<file path="config.mk">
export PLATFORM = sky130hd
export DESIGN_NAME = btb_update_ctrl
export DESIGN_NICKNAME = d
export VERILOG_FILES = /design/src/rtl/btb_update_ctrl.sv
export SDC_FILE = /design/constraint.sdc
export NUM_CORES = 1
export LEC_CHECK = 0
export ABC_AREA = 1
export ABC_CLOCK_PERIOD_IN_PS = 4800
export BUFFER_PORTS_ARGS = -buffer_cell sky130_fd_sc_hd__buf_2
export CAP_MARGIN = 20
export CORE_MARGIN = 4
export CORE_UTILIZATION = 50
export DETAILED_ROUTE_END_ITERATION = 8
export GPL_TIMING_DRIVEN = 0
export PLACE_DENSITY = 0.75
export SYNTH_ARGS = -nofsm -noshare
export SYNTH_HDL_FRONTEND = slang
export SYNTH_SLANG_ARGS = --single-unit
</file>
<file path="constraint.sdc">
create_clock -name clk -period 4.8 [get_ports clk]
set_clock_uncertainty 0.1 [all_clocks]
set_input_delay 0.72 -clock clk [delete_from_list [all_inputs] [get_ports clk]]
set_output_delay 0.72 -clock clk [all_outputs]
set_load 0.03 [all_outputs]
</file>
<file path="src/rtl/btb_update_ctrl.sv">
// Branch target buffer update controller.
// Owns the single write port of the BTB/BHT tables: clears every entry after
// reset or flush, then arbitrates resolved-branch BHT updates against
// decode-stage tag/target updates, buffering up to two of the latter.
//
// state    | meaning
// ---------+--------------------------------------------------------------
// ST_CLEAR | sweep index 0..2**BTB_IDX_SIZE-1 writing empty entries
// ST_RUN   | predictor valid; EX BHT writes, then queued/bypassed ID writes
module btb_update_ctrl #(
   parameter int  WORD_SIZE    = 16,
   parameter int  BTB_IDX_SIZE = 8,
   localparam int TAG_W        = WORD_SIZE - BTB_IDX_SIZE
) (
   input  logic                    clk,
   input  logic                    reset_n,
   input  logic                    flush_req,
   input  logic                    id_upd_valid,
   input  logic [WORD_SIZE-1:0]    id_upd_pc,
   input  logic [WORD_SIZE-1:0]    id_upd_target,
   output logic                    id_upd_ready,
   input  logic                    ex_upd_valid,
   input  logic [WORD_SIZE-1:0]    ex_upd_pc,
   input  logic                    ex_upd_taken,
   output logic [BTB_IDX_SIZE-1:0] bht_rd_idx,
   input  logic [1:0]              bht_rd_data,
   output logic [1:0]              wr_op,
   output logic [BTB_IDX_SIZE-1:0] wr_idx,
   output logic [TAG_W-1:0]        wr_tag,
   output logic [WORD_SIZE-1:0]    wr_target,
   output logic [1:0]              wr_bht,
   output logic                    ready
);

   typedef enum logic {
      ST_CLEAR = 1'b0,
      ST_RUN   = 1'b1
   } state_e;

   localparam logic [1:0] WR_NONE = 2'b00;
   localparam logic [1:0] WR_CLR  = 2'b01;
   localparam logic [1:0] WR_ID   = 2'b10;
   localparam logic [1:0] WR_BHT  = 2'b11;

   localparam logic [BTB_IDX_SIZE-1:0] IDX_ONE  = 1;
   localparam logic [BTB_IDX_SIZE-1:0] IDX_LAST = '1;

   state_e                  state_q, state_d;
   // Holds off the clear sweep until the first clock edge after reset release.
   logic                    started_q, started_d;
   logic [BTB_IDX_SIZE-1:0] clr_cnt_q, clr_cnt_d;

   logic [WORD_SIZE-1:0]    fifo_pc_q  [2];
   logic [WORD_SIZE-1:0]    fifo_pc_d  [2];
   logic [WORD_SIZE-1:0]    fifo_tgt_q [2];
   logic [WORD_SIZE-1:0]    fifo_tgt_d [2];
   logic                    fifo_wp_q, fifo_wp_d;
   logic                    fifo_rp_q, fifo_rp_d;
   logic [1:0]              fifo_cnt_q, fifo_cnt_d;

   logic                    run_ok;
   logic                    fifo_empty;
   logic                    fifo_full;
   logic                    deq;
   logic                    enq;
   logic                    id_acc;
   logic                    bypass;
   logic [1:0]              bht_next;
   logic                    ex_pc_unused;

   assign bht_rd_idx   = ex_upd_pc[BTB_IDX_SIZE-1:0];
   assign ex_pc_unused = ^ex_upd_pc[WORD_SIZE-1:BTB_IDX_SIZE];

   assign ready        = (state_q == ST_RUN);
   assign run_ok       = (state_q == ST_RUN) && !flush_req;
   assign fifo_empty   = (fifo_cnt_q == 2'd0);
   assign fifo_full    = (fifo_cnt_q == 2'd2);
   // EX owns the port whenever valid, so the FIFO head drains only on EX-idle cycles.
   assign deq          = run_ok && !ex_upd_valid && !fifo_empty;
   assign id_upd_ready = run_ok && (!fifo_full || deq);
   assign id_acc       = id_upd_valid && id_upd_ready;
   assign bypass       = id_acc && !ex_upd_valid && fifo_empty;
   assign enq          = id_acc && !bypass;

   // 2-bit saturating counter update for the resolved branch.
   always_comb begin
      bht_next = bht_rd_data;
      if (ex_upd_taken) begin
         if (bht_rd_data != 2'd3) bht_next = bht_rd_data + 2'd1;
      end else begin
         if (bht_rd_data != 2'd0) bht_next = bht_rd_data - 2'd1;
      end
   end

   // State register.
   always_ff @(posedge clk or negedge reset_n) begin
      if (!reset_n) state_q <= ST_CLEAR;
      else          state_q <= state_d;
   end

   // Next-state: leave CLEAR after the last index unless a flush restarts the sweep.
   always_comb begin
      state_d = state_q;
      case (state_q)
         ST_CLEAR: if (started_q && !flush_req && (clr_cnt_q == IDX_LAST)) state_d = ST_RUN;
         ST_RUN:   if (flush_req) state_d = ST_CLEAR;
         default:  state_d = ST_CLEAR;
      endcase
   end

   // Write-port outputs: clear sweep, or EX > FIFO head > bypassed ID.
   always_comb begin
      wr_op     = WR_NONE;
      wr_idx    = '0;
      wr_tag    = '0;
      wr_target = '0;
      wr_bht    = '0;
      case (state_q)
         ST_CLEAR: begin
            if (started_q) begin
               wr_op  = WR_CLR;
               wr_idx = clr_cnt_q;
               wr_bht = 2'b01;
            end
         end
         ST_RUN: begin
            if (!flush_req) begin
               if (ex_upd_valid) begin
                  wr_op  = WR_BHT;
                  wr_idx = ex_upd_pc[BTB_IDX_SIZE-1:0];
                  wr_bht = bht_next;
               end else if (!fifo_empty) begin
                  wr_op     = WR_ID;
                  wr_idx    = fifo_pc_q[fifo_rp_q][BTB_IDX_SIZE-1:0];
                  wr_tag    = fifo_pc_q[fifo_rp_q][WORD_SIZE-1:BTB_IDX_SIZE];
                  wr_target = fifo_tgt_q[fifo_rp_q];
               end else if (bypass) begin
                  wr_op     = WR_ID;
                  wr_idx    = id_upd_pc[BTB_IDX_SIZE-1:0];
                  wr_tag    = id_upd_pc[WORD_SIZE-1:BTB_IDX_SIZE];
                  wr_target = id_upd_target;
               end
            end
         end
         default: wr_op = WR_NONE;
      endcase
   end

   // Clear counter and ID FIFO next values.
   always_comb begin
      started_d  = 1'b1;
      clr_cnt_d  = clr_cnt_q;
      fifo_pc_d  = fifo_pc_q;
      fifo_tgt_d = fifo_tgt_q;
      fifo_wp_d  = fifo_wp_q;
      fifo_rp_d  = fifo_rp_q;
      fifo_cnt_d = fifo_cnt_q;
      if (state_q == ST_CLEAR) begin
         if (started_q) clr_cnt_d = flush_req ? '0 : clr_cnt_q + IDX_ONE;
      end else if (flush_req) begin
         clr_cnt_d  = '0;
         fifo_wp_d  = 1'b0;
         fifo_rp_d  = 1'b0;
         fifo_cnt_d = 2'd0;
      end else begin
         if (enq) begin
            fifo_pc_d[fifo_wp_q]  = id_upd_pc;
            fifo_tgt_d[fifo_wp_q] = id_upd_target;
            fifo_wp_d             = ~fifo_wp_q;
         end
         if (deq) fifo_rp_d = ~fifo_rp_q;
         case ({enq, deq})
            2'b10:   fifo_cnt_d = fifo_cnt_q + 2'd1;
            2'b01:   fifo_cnt_d = fifo_cnt_q - 2'd1;
            default: fifo_cnt_d = fifo_cnt_q;
         endcase
      end
   end

   // Datapath registers.
   always_ff @(posedge clk or negedge reset_n) begin
      if (!reset_n) begin
         started_q  <= 1'b0;
         clr_cnt_q  <= '0;
         fifo_pc_q  <= '{default: '0};
         fifo_tgt_q <= '{default: '0};
         fifo_wp_q  <= 1'b0;
         fifo_rp_q  <= 1'b0;
         fifo_cnt_q <= 2'd0;
      end else begin
         started_q  <= started_d;
         clr_cnt_q  <= clr_cnt_d;
         fifo_pc_q  <= fifo_pc_d;
         fifo_tgt_q <= fifo_tgt_d;
         fifo_wp_q  <= fifo_wp_d;
         fifo_rp_q  <= fifo_rp_d;
         fifo_cnt_q <= fifo_cnt_d;
      end
   end

endmodule

</file>
==> results of run 1 <==
[through the flow]
step / utilization / hold WS (ns) / instances
2_1_floorplan: - / 0.324 / 573
3_3_place_gp: 0.588 / 0.348 / 771
3_5_place_dp: 0.590 / 0.354 / 772
4_1_cts: 0.620 / 0.236 / 787
5_1_grt: 0.620 / 0.256 / 787
6_report: 0.620 / 0.214 / 787
[cells in the mapped netlist (all sizes together)]
cell type | number | area, um2
nand2 | 186 | 728
nand3 | 23 | 115
conb | 1 | 3.75
buf | 26 | 203
nand4 | 2 | 12.5
a21oi | 26 | 130
o22ai | 1 | 6.26
ha | 1 | 12.5
xnor2 | 1 | 8.76
nor2 | 66 | 295
or2 | 1 | 6.26
o21ai | 83 | 415
a22oi | 4 | 30.0
inv | 45 | 169
dfrtp | 78 | 1950
clkbuf | 13 | 50.0
a31oi | 1 | 6.26
o31ai | 14 | 105
o211ai | 1 | 7.51
[cell families (layout without fill, tap and decap cells)]
logic type,count (synthesis),in the layout,share of synthesized area
buf+inv,84,193,0.0991
flops,78,78,0.459
other cells,1,1,0.000881
fa+ha+maj,1,1,0.00294
simple gates,278,278,0.272
xor+xnor,1,1,0.00206
compound gates,130,130,0.165
[registers in the layout, indices dropped and copies added, names as in the netlist]
name and count:
fifo_tgt_q 32, clr_cnt_q 8, fifo_pc_q 32, fifo_wp_q 1, started_q 1, fifo_cnt_q 2
fifo_rp_q 1, ready 1
[cell type report]
| type | count | area (um2) |
|---|---|---|
| fill | 752 | 3140 |
| clock inverter | 5 | 106 |
| tap | 105 | 131 |
| inverter | 45 | 169 |
| clock buffer | 10 | 138 |
| buffer | 39 | 253 |
| timing repair buffer | 94 | 488 |
| multi-input combinational | 411 | 1880 |
| sequential | 78 | 1950 |
[report_power, final]
part | internal, W | switching [W]
clock network | 0.000359 | 0.000252
logic | 0.0000422 | 0.0000813
registers | 0.000683 | 0.0000125
total | 0.00108 | 0.000346
[worst max-delay path by stage]
| stage | startpoint | endpoint | slack, ns | depth (start not counted) |
|---|---|---|---|---|
| 6_report | flush_req | wr_tag[6] | 1.65 | 8 |
| 5_1_grt | fifo_rp_q$_DFFE_PN0P_ | wr_idx[7] | 1.52 | 9 |
| 4_1_cts | flush_req | wr_tag[6] | 1.71 | 8 |
| 3_5_place_dp | flush_req | wr_tag[6] | 1.71 | 8 |
| 3_3_place_gp | flush_req | wr_target[7] | 1.77 | 8 |
| 2_1_floorplan | flush_req | wr_tag[0] | 1.83 | 6 |
[layer usage]
layer / vias to the layer above / track usage / wire length, um
met5: - / 0 / 0
met4: 0 / 0.104 / 265
met3: 27 / 0.0334 / 819
met2: 184 / 0.385 / 5490
met1: 1951 / 0.334 / 5080
li1: 2041 / - / -
[worst max-delay path: stages]
cell and delay [ns]:
sky130_fd_sc_hd__buf_2 0.13, sky130_fd_sc_hd__inv_1 0.14, sky130_fd_sc_hd__nand2_1 0.13, sky130_fd_sc_hd__nor2_1 0.21
sky130_fd_sc_hd__nand2_1 0.22, sky130_fd_sc_hd__buf_2 0.27, sky130_fd_sc_hd__o31ai_1 0.26, sky130_fd_sc_hd__buf_2 0.25
==> reports/results.env, run 1 <==
FINALSETUPVIOLCOUNT=0
SYNTH-SEQ-CELLS=78
POSTCTSSETUPBUFFERS=0
SYNTH_AREA_PER_CELL_UM2=7.43
ROUTABILITYCONGESTION=0.936
FINAL_HOLD_VIOL_COUNT=0
PORT_BUFFERS=93
GRT-OVFL-TOTAL=0
INITIAL_ANTENNA_VIOLATION_COUNT=0
FLOORPLAN.INITIALDENSITY=0.515
DRT_DRC_VIOLATIONS_LEFT=0
IOPINCOUNT=102
SYNTHDISTINCTLIBCELLS=29
SETUP_SLACK_NS=1.65
WORST-R2R-CELL-COUNT=6
DP_HPWL_UM=8470
CRITICAL_PATH_CLASS='primary input to output port'
WL_FINAL_UM=11700
DIE_WIDTH_UM=100
LEAKAGE_nW=2.72
SYNTH.NET_COUNT=630
R2R-END='fifo_rp_q$_DFFE_PN0P_'
POST_CTS.RESIZED_INSTANCES=0
GRT_PASS1_VIAS=4081
TOTAL_POWER_W=0.00143
WORST_SETUP_HOLD_PATH_CLK_SLEW_NS=0.09
MOST_FREQUENT_CELLS_IN_THE_LAYOUT='174 x sky130_fd_sc_hd__nand2_1, 100 x sky130_fd_sc_hd__buf_2, 78 x sky130_fd_sc_hd__dfrtp_1, 73 x sky130_fd_sc_hd__o21ai_0, 62 x sky130_fd_sc_hd__nor2_1'
GRT_PASS1_WL_UM=19500
SYNTH_CELLS=573
WIRE_PER_INST_UM=14.8
CORE.ROWCOUNT=33
FINISH.NET_COUNT=735
TRITONCTS='done'
IR_DROP_mV=0.157
DRV_CAP=0
CLOCK_LATENCY_LATE_SINK_NS=0.35
WORST-PATH-MAX-FANOUT=10
DP_WORST_SETUP_SLACK_NS=1.71
DRIVE_GT1_FRAC=0.227
FINAL_COMMON_CELL='sky130_fd_sc_hd__nand2_1'
SETUP_REPAIR_AFTER_GLOBAL_ROUTING_MISSED_ITS_MARGIN='false'
ANTENNA-DIODE-COUNT=0
CTS_HOLD_BUF=0
MAX_FREQ_MHz=318
FLOORPLAN.DIE_AREA_MM2=0.0101
FINAL-MAX-SLEW-VIOLATION-COUNT=0
CORE_MM2=0.00826
WORST_EP_REQUIRED_TIME_NS=3.98
RUN_STATUS='finished, final reports clean'
DIE-HEIGHT_UM=100
YOSYS_WARNINGS=0
CTSLONGESTPATHBUFFERS=2
ARRIVAL_NS=2.33
GLOBAL_ROUTE.USAGE.TOTAL=0.243
DRT.ANTENNA.VIOLATING_NETS=0
R2R_SLACK_NS=2.93
DPL-INSTANCE-AREA_MM2=0.00488
MAPPEDNETLISTAREA_MM2=0.00426
VIAS_PER_CELL=5.34
WORST_SLEW_MARGIN_REL=0.647
MAX_SLEW.WORST_PIN.SLEW_NS=0.530
MIN_PERIOD_OVER_PERIOD=0.656
CTS.SINK_COUNT=78
GRT_MAX_DEGREE=42
MIN-DELAY-PATH-CLASS='primary input to async pin'
FINALINSTANCEAREA_MM2=0.00512
CTSROOTBUFFERMASTER='sky130_fd_sc_hd__clkbuf_8'
HTREE_LEVELS=3
DRT_FIRST_ITER_VIOLATIONS=285
SEQ_AREA_FRAC_SYNTH=0.459
DR.PASS1.ITERS=5
VIAS=4203
NATURE_OF_THE_CRITICAL_PATH_ENDPOINT='output port'
TIMING.SETUP.TNS_NS=0
CTS-BUFFERS-INSERTED=9
CRITPATHLAUNCHTYPE='primary input'
POWER_DENSITY_mW_PER_MM2=279
SYN2LAYOUT_AREA_GROWTH_PCT=20.3
R2R_PATH_START='fifo_cnt_q[1]$_DFFE_PN0P_'
FINALCRITICALPERIOD_NS=3.15
(Power assumes the default switching activity.)
==> run 2: changes to the inputs <==
ABC_CLOCK_PERIOD_IN_PS = 2800   (was 4800)
CORE_UTILIZATION = 49   (was 50)
PLACE_DENSITY = 0.77   (was 0.75)
clock period = 2.8 ns   (was 4.8 ns; I/O delays follow)
==> run 2 against run 1 <==
Compared with the run above:
- die area up 1.9%
- final cell count up 0.13%
- via count up 0.55%
- non-clock buffer count unchanged
- combinational power up 72%
- flip-flop and latch count unchanged
- worst setup slack worse by 1.5 ns
- first-iteration DRC count down 7.4%
- sequential power up 71%
==> reports/results.env, run 2 (synthesized netlist as in run 1, its figures left out) <==
RUN_STATUS='finished, final reports clean'
MAX_FREQ_MHz=371
WORST-PATH-MAX-FANOUT=10
SETUP_REPAIR_AFTER_GLOBAL_ROUTING_MISSED_ITS_MARGIN='false'
GRT_MAX_DEGREE=51
CORE_MM2=0.00834
CLOCK_POWER_SHARE=0.389
FINALSETUPVIOLCOUNT=0
GRT_PASS1_VIAS=4049
CRITICAL_PATH_CLASS='register to output port'
CORE.ROWCOUNT=33
FILLERINSTANCES=748
DRT_DRC_VIOLATIONS_LEFT=0
POWER_DENSITY_mW_PER_MM2=450
FINAL_HOLD_VIOL_COUNT=0
INITIAL_ANTENNA_VIOLATION_COUNT=0
GRT_PASS1_WL_UM=19300
DIE_WIDTH_UM=101
TRITONCTS='done'
PATH_CELLS='nor2_1 > buf_2 > inv_1 > nand2_1 > buf_2 > o31ai_1 > buf_2'
ANTENNA-DIODE-COUNT=0
CTS.SINK_COUNT=78
FINISH.NET_COUNT=735
NATURE_OF_THE_CRITICAL_PATH_ENDPOINT='output port'
WIRE_PER_INST_UM=14.5
SEQUENTIALPOWERSHARE=0.518
SWSHARE=0.257
NON_FILLER_CELLS_IN_THE_FINISHED_LAYOUT=788
DRIVE_GT1_FRAC=0.233
WORST_SETUP_HOLD_PATH_CLK_SLEW_NS=0.09
IOPINCOUNT=102
FLOORPLAN.INITIALDENSITY=0.510
CTS-BUFFERS-INSERTED=9
WORST_EP_REQUIRED_TIME_NS=2.28
CRITPATHLAUNCHTYPE='register'
WL_FINAL_UM=11400
LAYOUT.AREA.SEQ_MM2=0.00195
FINALCRITICALPERIOD_NS=2.69
R2R_PATH_START='fifo_cnt_q[1]$_DFFE_PN0P_'
PATH_COMMON_CELL='sky130_fd_sc_hd__buf_2'
DIE-HEIGHT_UM=101
NUMBER_OF_PLACED_INSTANCES_TAPS_INCLUDED=772
MAX_SLEW.WORST_PIN.SLEW_NS=0.501
ROUTABILITYCONGESTION=0.831
GLOBAL_ROUTE.USAGE.TOTAL=0.235
LEAKAGE_nW=2.71
VIAS_PER_CELL=5.36
CRIT_START='fifo_cnt_q[1]$_DFFE_PN0P_'
PORT_BUFFERS=93
DP_HPWL_UM=8350
MULTIINPUTGATEAREA_MM2=0.00189
ARRIVAL_NS=2.17
DRT.ANTENNA.VIOLATING_NETS=0
CLOCK_LATENCY_LATE_SINK_NS=0.35
FLOORPLAN.DIE_AREA_MM2=0.0102
WORST_SLEW_MARGIN_REL=0.666
DRV_CAP=0
POWER.NET_SWITCHING_W=0.000592
INTERNAL_POWER_SUMMED_OVER_ALL_CELLS_W=0.00171
CTSLONGESTPATHBUFFERS=2
MOST_FREQUENT_CELLS_IN_THE_LAYOUT='174 x sky130_fd_sc_hd__nand2_1, 98 x sky130_fd_sc_hd__buf_2, 77 x sky130_fd_sc_hd__dfrtp_1, 73 x sky130_fd_sc_hd__o21ai_0, 62 x sky130_fd_sc_hd__nor2_1'
CTSROOTBUFFERMASTER='sky130_fd_sc_hd__clkbuf_8'
FINAL_COMMON_CELL='sky130_fd_sc_hd__nand2_1'
GRT-OVFL-TOTAL=0
FINAL-MAX-SLEW-VIOLATION-COUNT=0
WORST_HOLD_STARTPOINT='id_upd_pc[14]'
IR_DROP_mV=0.221
HTREE_LEVELS=3
CPPEAKSTAGEDELAY_NS=0.42
CP_SLOWEST_CELL='sky130_fd_sc_hd__dfrtp_1'
MIN_PERIOD_OVER_PERIOD=0.962
TIMING.SETUP.TNS_NS=0
DRT_FIRST_ITER_VIOLATIONS=264
SYN2LAYOUT_AREA_GROWTH_PCT=20.1
DR.PASS1.ITERS=5
MIN-DELAY-PATH-CLASS='primary input to register'
VIAS=4226
POWER.COMBINATIONAL.FRACTION=0.092
LARGEST_REGISTERS_RANKED_BY_FLIP_FLOP_COUNT='fifo_pc_q (32), fifo_tgt_q (32), clr_cnt_q (8)'
-- run 2: critical path, delay by kind of cell (launching register included) --
family                 cells  cell delay, ns
buffers and inverters      4            0.89
DFF                        1            0.42
and+or+nand+nor            2            0.40
AOI/OAI and AO/OA          1            0.11
-- run 2: stage by stage --
stage          worst slack [ns]   util  total power (W)  cell area (um2)  hold WS [ns]
3_5_place_dp              0.291  0.586          0.00143             4880         0.280
4_1_cts                  0.0312  0.612          0.00232             5100         0.187
6_report                  0.107  0.613          0.00230             5110         0.198
3_3_place_gp              0.287  0.582          0.00142             4850         0.349
2_1_floorplan             0.311      -          0.00131             4260        0.0244
5_1_grt                 0.00767  0.613          0.00239             5110         0.205
-- run 2: path summary, 6_finish.rpt --
check | slack (ns) | endpoint | cells past startpoint
worst min register to register | 0.37 | fifo_tgt_q[29]$_DFFE_PN0P_ | 2
worst min-delay path | 0.20 | fifo_pc_q[14]$_DFFE_PN0P_ | 3
min in group asynchronous | 0.44 | fifo_pc_q[27]$_DFFE_PN0P_ | 2
max in group asynchronous | 1.55 | ready$_DFF_PN0_ | 3
worst max-delay path | 0.11 | wr_tag[0] | 7
worst max register to register | 0.95 | fifo_rp_q$_DFFE_PN0P_ | 6
-- run 2: area by class of cell --
cell class	count	share of cell area
Multi-Input combinational cell	411	0.369
Tap cell	105	0.0257
Inverter	45	0.0330
Buffer	38	0.0494
Clock buffer	12	0.0304
Sequential cell	78	0.382
Timing Repair Buffer	95	0.0994
Clock inverter	4	0.0105
-- run 2: timing repair --
action,CTS,global route
endpoints found under the setup margin,0,13
hold buffers,1,0
buffers inserted,0,0
endpoints found under the hold margin,28,0
gates resized for setup,0,7
-- run 2: metal layers --
layer | GRT usage | wire (um) | vias up | share of wire
met1 | 0.328 | 5030 | 1993 | 0.44
met2 | 0.371 | 5330 | 169 | 0.47
li1 | - | - | 2044 | -
met5 | 0 | 0 | - | 0
met4 | 0.0930 | 227 | 0 | 0.020
met3 | 0.0324 | 820 | 20 | 0.072
-- run 2: power groups by stage --
| stage | logic [W] | registers [W] | clock network, W |
|---|---|---|---|
| after floorplan | 0.000102 | 0.00121 | 0 |
| after global placement | 0.000202 | 0.00121 | 0 |
| after detailed placement | 0.000211 | 0.00122 | 0 |
| after CTS | 0.000214 | 0.00119 | 0.000914 |
| after global routing | 0.000242 | 0.00120 | 0.000947 |
| final | 0.000212 | 0.00119 | 0.000896 |
==> run 3: changes to the inputs <==
SETUP_SLACK_MARGIN = 0.4   (was not set)
==> run 3 against run 2 <==
Compared with the run above:
- utilization increased by 3.4 points
- highest routed layer unchanged
- design area increased by 5.5%
- total power increased by 0.54%
- critical path type unchanged
- register-to-register slack about the same
- critical path depth increased by 1
- first-iteration DRC count increased by 11%
==> reports/results.env, run 3 (synthesized netlist as in run 1, its figures left out) <==
FINALSETUPVIOLCOUNT=0
FINAL_COMMON_CELL='sky130_fd_sc_hd__nand2_1'
SETUP_SLACK_NS=0.409
CORE_MM2=0.00834
GRT_PASS1_WL_UM=19600
HOLD_PATH_DEPTH=3
WORST_SLEW_MARGIN_REL=0.611
TRITONCTS='done'
FLOORPLAN.DIE_AREA_MM2=0.0102
FINISH.NET_COUNT=747
IOPINCOUNT=102
LEAKAGE_nW=2.82
DP_HPWL_UM=8350
IR_DROP_mV=0.223
DRV_CAP=0
INITIAL_ANTENNA_VIOLATION_COUNT=0
DRT_FIRST_ITER_VIOLATIONS=292
GRT_PASS1_VIAS=4095
TIMING.SETUP.TNS_NS=0
CRITPATHLAUNCHTYPE='register'
FINAL_HOLD_VIOL_COUNT=0
DR.PASS1.ITERS=5
MIN-DELAY-PATH-CLASS='primary input to register'
ARRIVAL_NS=1.87
POWER.COMBINATIONAL.FRACTION=0.095
ANTENNA-DIODE-COUNT=0
WORST_EP_REQUIRED_TIME_NS=2.28
MIN_PERIOD_OVER_PERIOD=0.854
GRT_MAX_DEGREE=51
PORT_BUFFERS=93
DPL-INSTANCE-AREA_MM2=0.00488
WORST-R2R-CELL-COUNT=11
INTERNAL_POWER_SUMMED_OVER_ALL_CELLS_W=0.00171
LARGEST_REGISTERS_RANKED_BY_FLIP_FLOP_COUNT='fifo_pc_q (32), fifo_tgt_q (32), clr_cnt_q (8)'
POWER_DENSITY_mW_PER_MM2=429
CTSROOTBUFFERMASTER='sky130_fd_sc_hd__clkbuf_8'
CLOCK_LATENCY_LATE_SINK_NS=0.35
WL_FINAL_UM=11800
DIE_WIDTH_UM=101
CRITICAL_PATH_CLASS='register to output port'
FLOORPLAN.INITIALDENSITY=0.510
FINAL-MAX-SLEW-VIOLATION-COUNT=0
MAX_SLEW.WORST_PIN.SLEW_NS=0.584
CLOCK_POWER_SHARE=0.389
DP_WORST_SETUP_SLACK_NS=0.291
WORST-PATH-MAX-FANOUT=10
DRT_DRC_VIOLATIONS_LEFT=0
MOST_FREQUENT_CELLS_IN_THE_LAYOUT='171 x sky130_fd_sc_hd__nand2_1, 77 x sky130_fd_sc_hd__dfrtp_1, 67 x sky130_fd_sc_hd__buf_2, 65 x sky130_fd_sc_hd__o21ai_0, 60 x sky130_fd_sc_hd__nor2_1'
FINALCRITICALPERIOD_NS=2.39
SYN2LAYOUT_AREA_GROWTH_PCT=26.7
SEQUENTIALPOWERSHARE=0.516
RUN_STATUS='finished, final reports clean'
FINAL_CORE_UTILIZATION=0.647
GRT-OVFL-TOTAL=0
NUMBER_OF_PLACED_INSTANCES_TAPS_INCLUDED=772
VIAS=4308
VIAS_PER_CELL=5.39
DRT.ANTENNA.VIOLATING_NETS=0
CTS.SINK_COUNT=78
HTREE_LEVELS=3
NATURE_OF_THE_CRITICAL_PATH_ENDPOINT='output port'
DIE-HEIGHT_UM=101
WORST_SETUP_HOLD_PATH_CLK_SLEW_NS=0.08
CORE.ROWCOUNT=33
SETUP_REPAIR_AFTER_GLOBAL_ROUTING_MISSED_ITS_MARGIN='true'
CTSLONGESTPATHBUFFERS=2
SWSHARE=0.260
NON_FILLER_CELLS_IN_THE_FINISHED_LAYOUT=800
FINALINSTANCEAREA_MM2=0.00539
CTS-BUFFERS-INSERTED=9
WIRE_PER_INST_UM=14.7
POWER.NET_SWITCHING_W=0.000601
ROUTABILITYCONGESTION=0.831
DRIVE_GT1_FRAC=0.283
MAX_FREQ_MHz=418
GLOBAL_ROUTE.USAGE.TOTAL=0.238
run 3: cell types whose count changed in the layout (fill, tap and decap cells not counted), sizes merged:
cell,change
clkbuf,+1
buf,+11
run 3: final cells by class:
| type | count | area (um2) |
|---|---|---|
| Tap cell | 105 | 131 |
| Fill cell | 715 | 2950 |
| Multi-Input combinational cell | 411 | 1960 |
| Clock buffer | 12 | 155 |
| Buffer | 39 | 297 |
| Inverter | 45 | 169 |
| Sequential cell | 78 | 1950 |
| Clock inverter | 4 | 53.8 |
| Timing Repair Buffer | 106 | 671 |
run 3: power groups by stage:
stage               clock, W  combinational, W  sequential (W)
detailed placement         0          0.000211         0.00122
CTS                 0.000914          0.000216         0.00119
global placement           0          0.000202         0.00121
finish              0.000901          0.000220         0.00119
floorplan                  0          0.000102         0.00121
global route        0.000947          0.000249         0.00120
run 3: layer usage:
metal  share of wire  GRT usage  vias to the layer above
li1                -          -                     2072
met1            0.43      0.328                     2047
met2            0.48      0.382                      170
met3           0.068     0.0331                       19
met4           0.018     0.0930                        0
met5               0          0                        -
run 3: worst max-delay path, cell delays in order (launching register included):
cell                       delay, ns
sky130_fd_sc_hd__dfrtp_2        0.43
sky130_fd_sc_hd__inv_2          0.06
sky130_fd_sc_hd__nor2_4         0.12
sky130_fd_sc_hd__nand4_1        0.14
sky130_fd_sc_hd__inv_2          0.14
sky130_fd_sc_hd__clkbuf_4       0.23
sky130_fd_sc_hd__nand2_1        0.07
sky130_fd_sc_hd__o31ai_1        0.10
sky130_fd_sc_hd__buf_4          0.23
run 3: final timing paths:
path | start | slack (ns) | to
setup / recovery | ready$_DFF_PN0_ | 0.41 | wr_target[5]
hold / removal | id_upd_pc[11] | 0.20 | fifo_pc_q[27]$_DFFE_PN0P_
setup reg to reg | ready$_DFF_PN0_ | 0.95 | fifo_pc_q[0]$_DFFE_PN0P_
hold reg to reg | fifo_tgt_q[25]$_DFFE_PN0P_ | 0.37 | fifo_tgt_q[25]$_DFFE_PN0P_
max in group asynchronous | reset_n | 1.56 | ready$_DFF_PN0_
min in group asynchronous | reset_n | 0.44 | fifo_pc_q[27]$_DFFE_PN0P_
run 3: metrics by stage:
step                      hold slack [ns]  total power (W)
after detailed placement            0.280          0.00143
after floorplan                    0.0244          0.00131
after global routing                0.205          0.00239
after CTS                           0.187          0.00232
after global placement              0.349          0.00142
final                               0.200          0.00231
run 3: what timing repair did:
item                                   in CTS  in global routing
endpoints found under the hold margin      28                  0
buffers inserted                            6                  5
hold buffers                                1                  0
gates resized for setup                    32                 58
setup endpoints to repair                  32                 32
pin swaps                                   0                  4
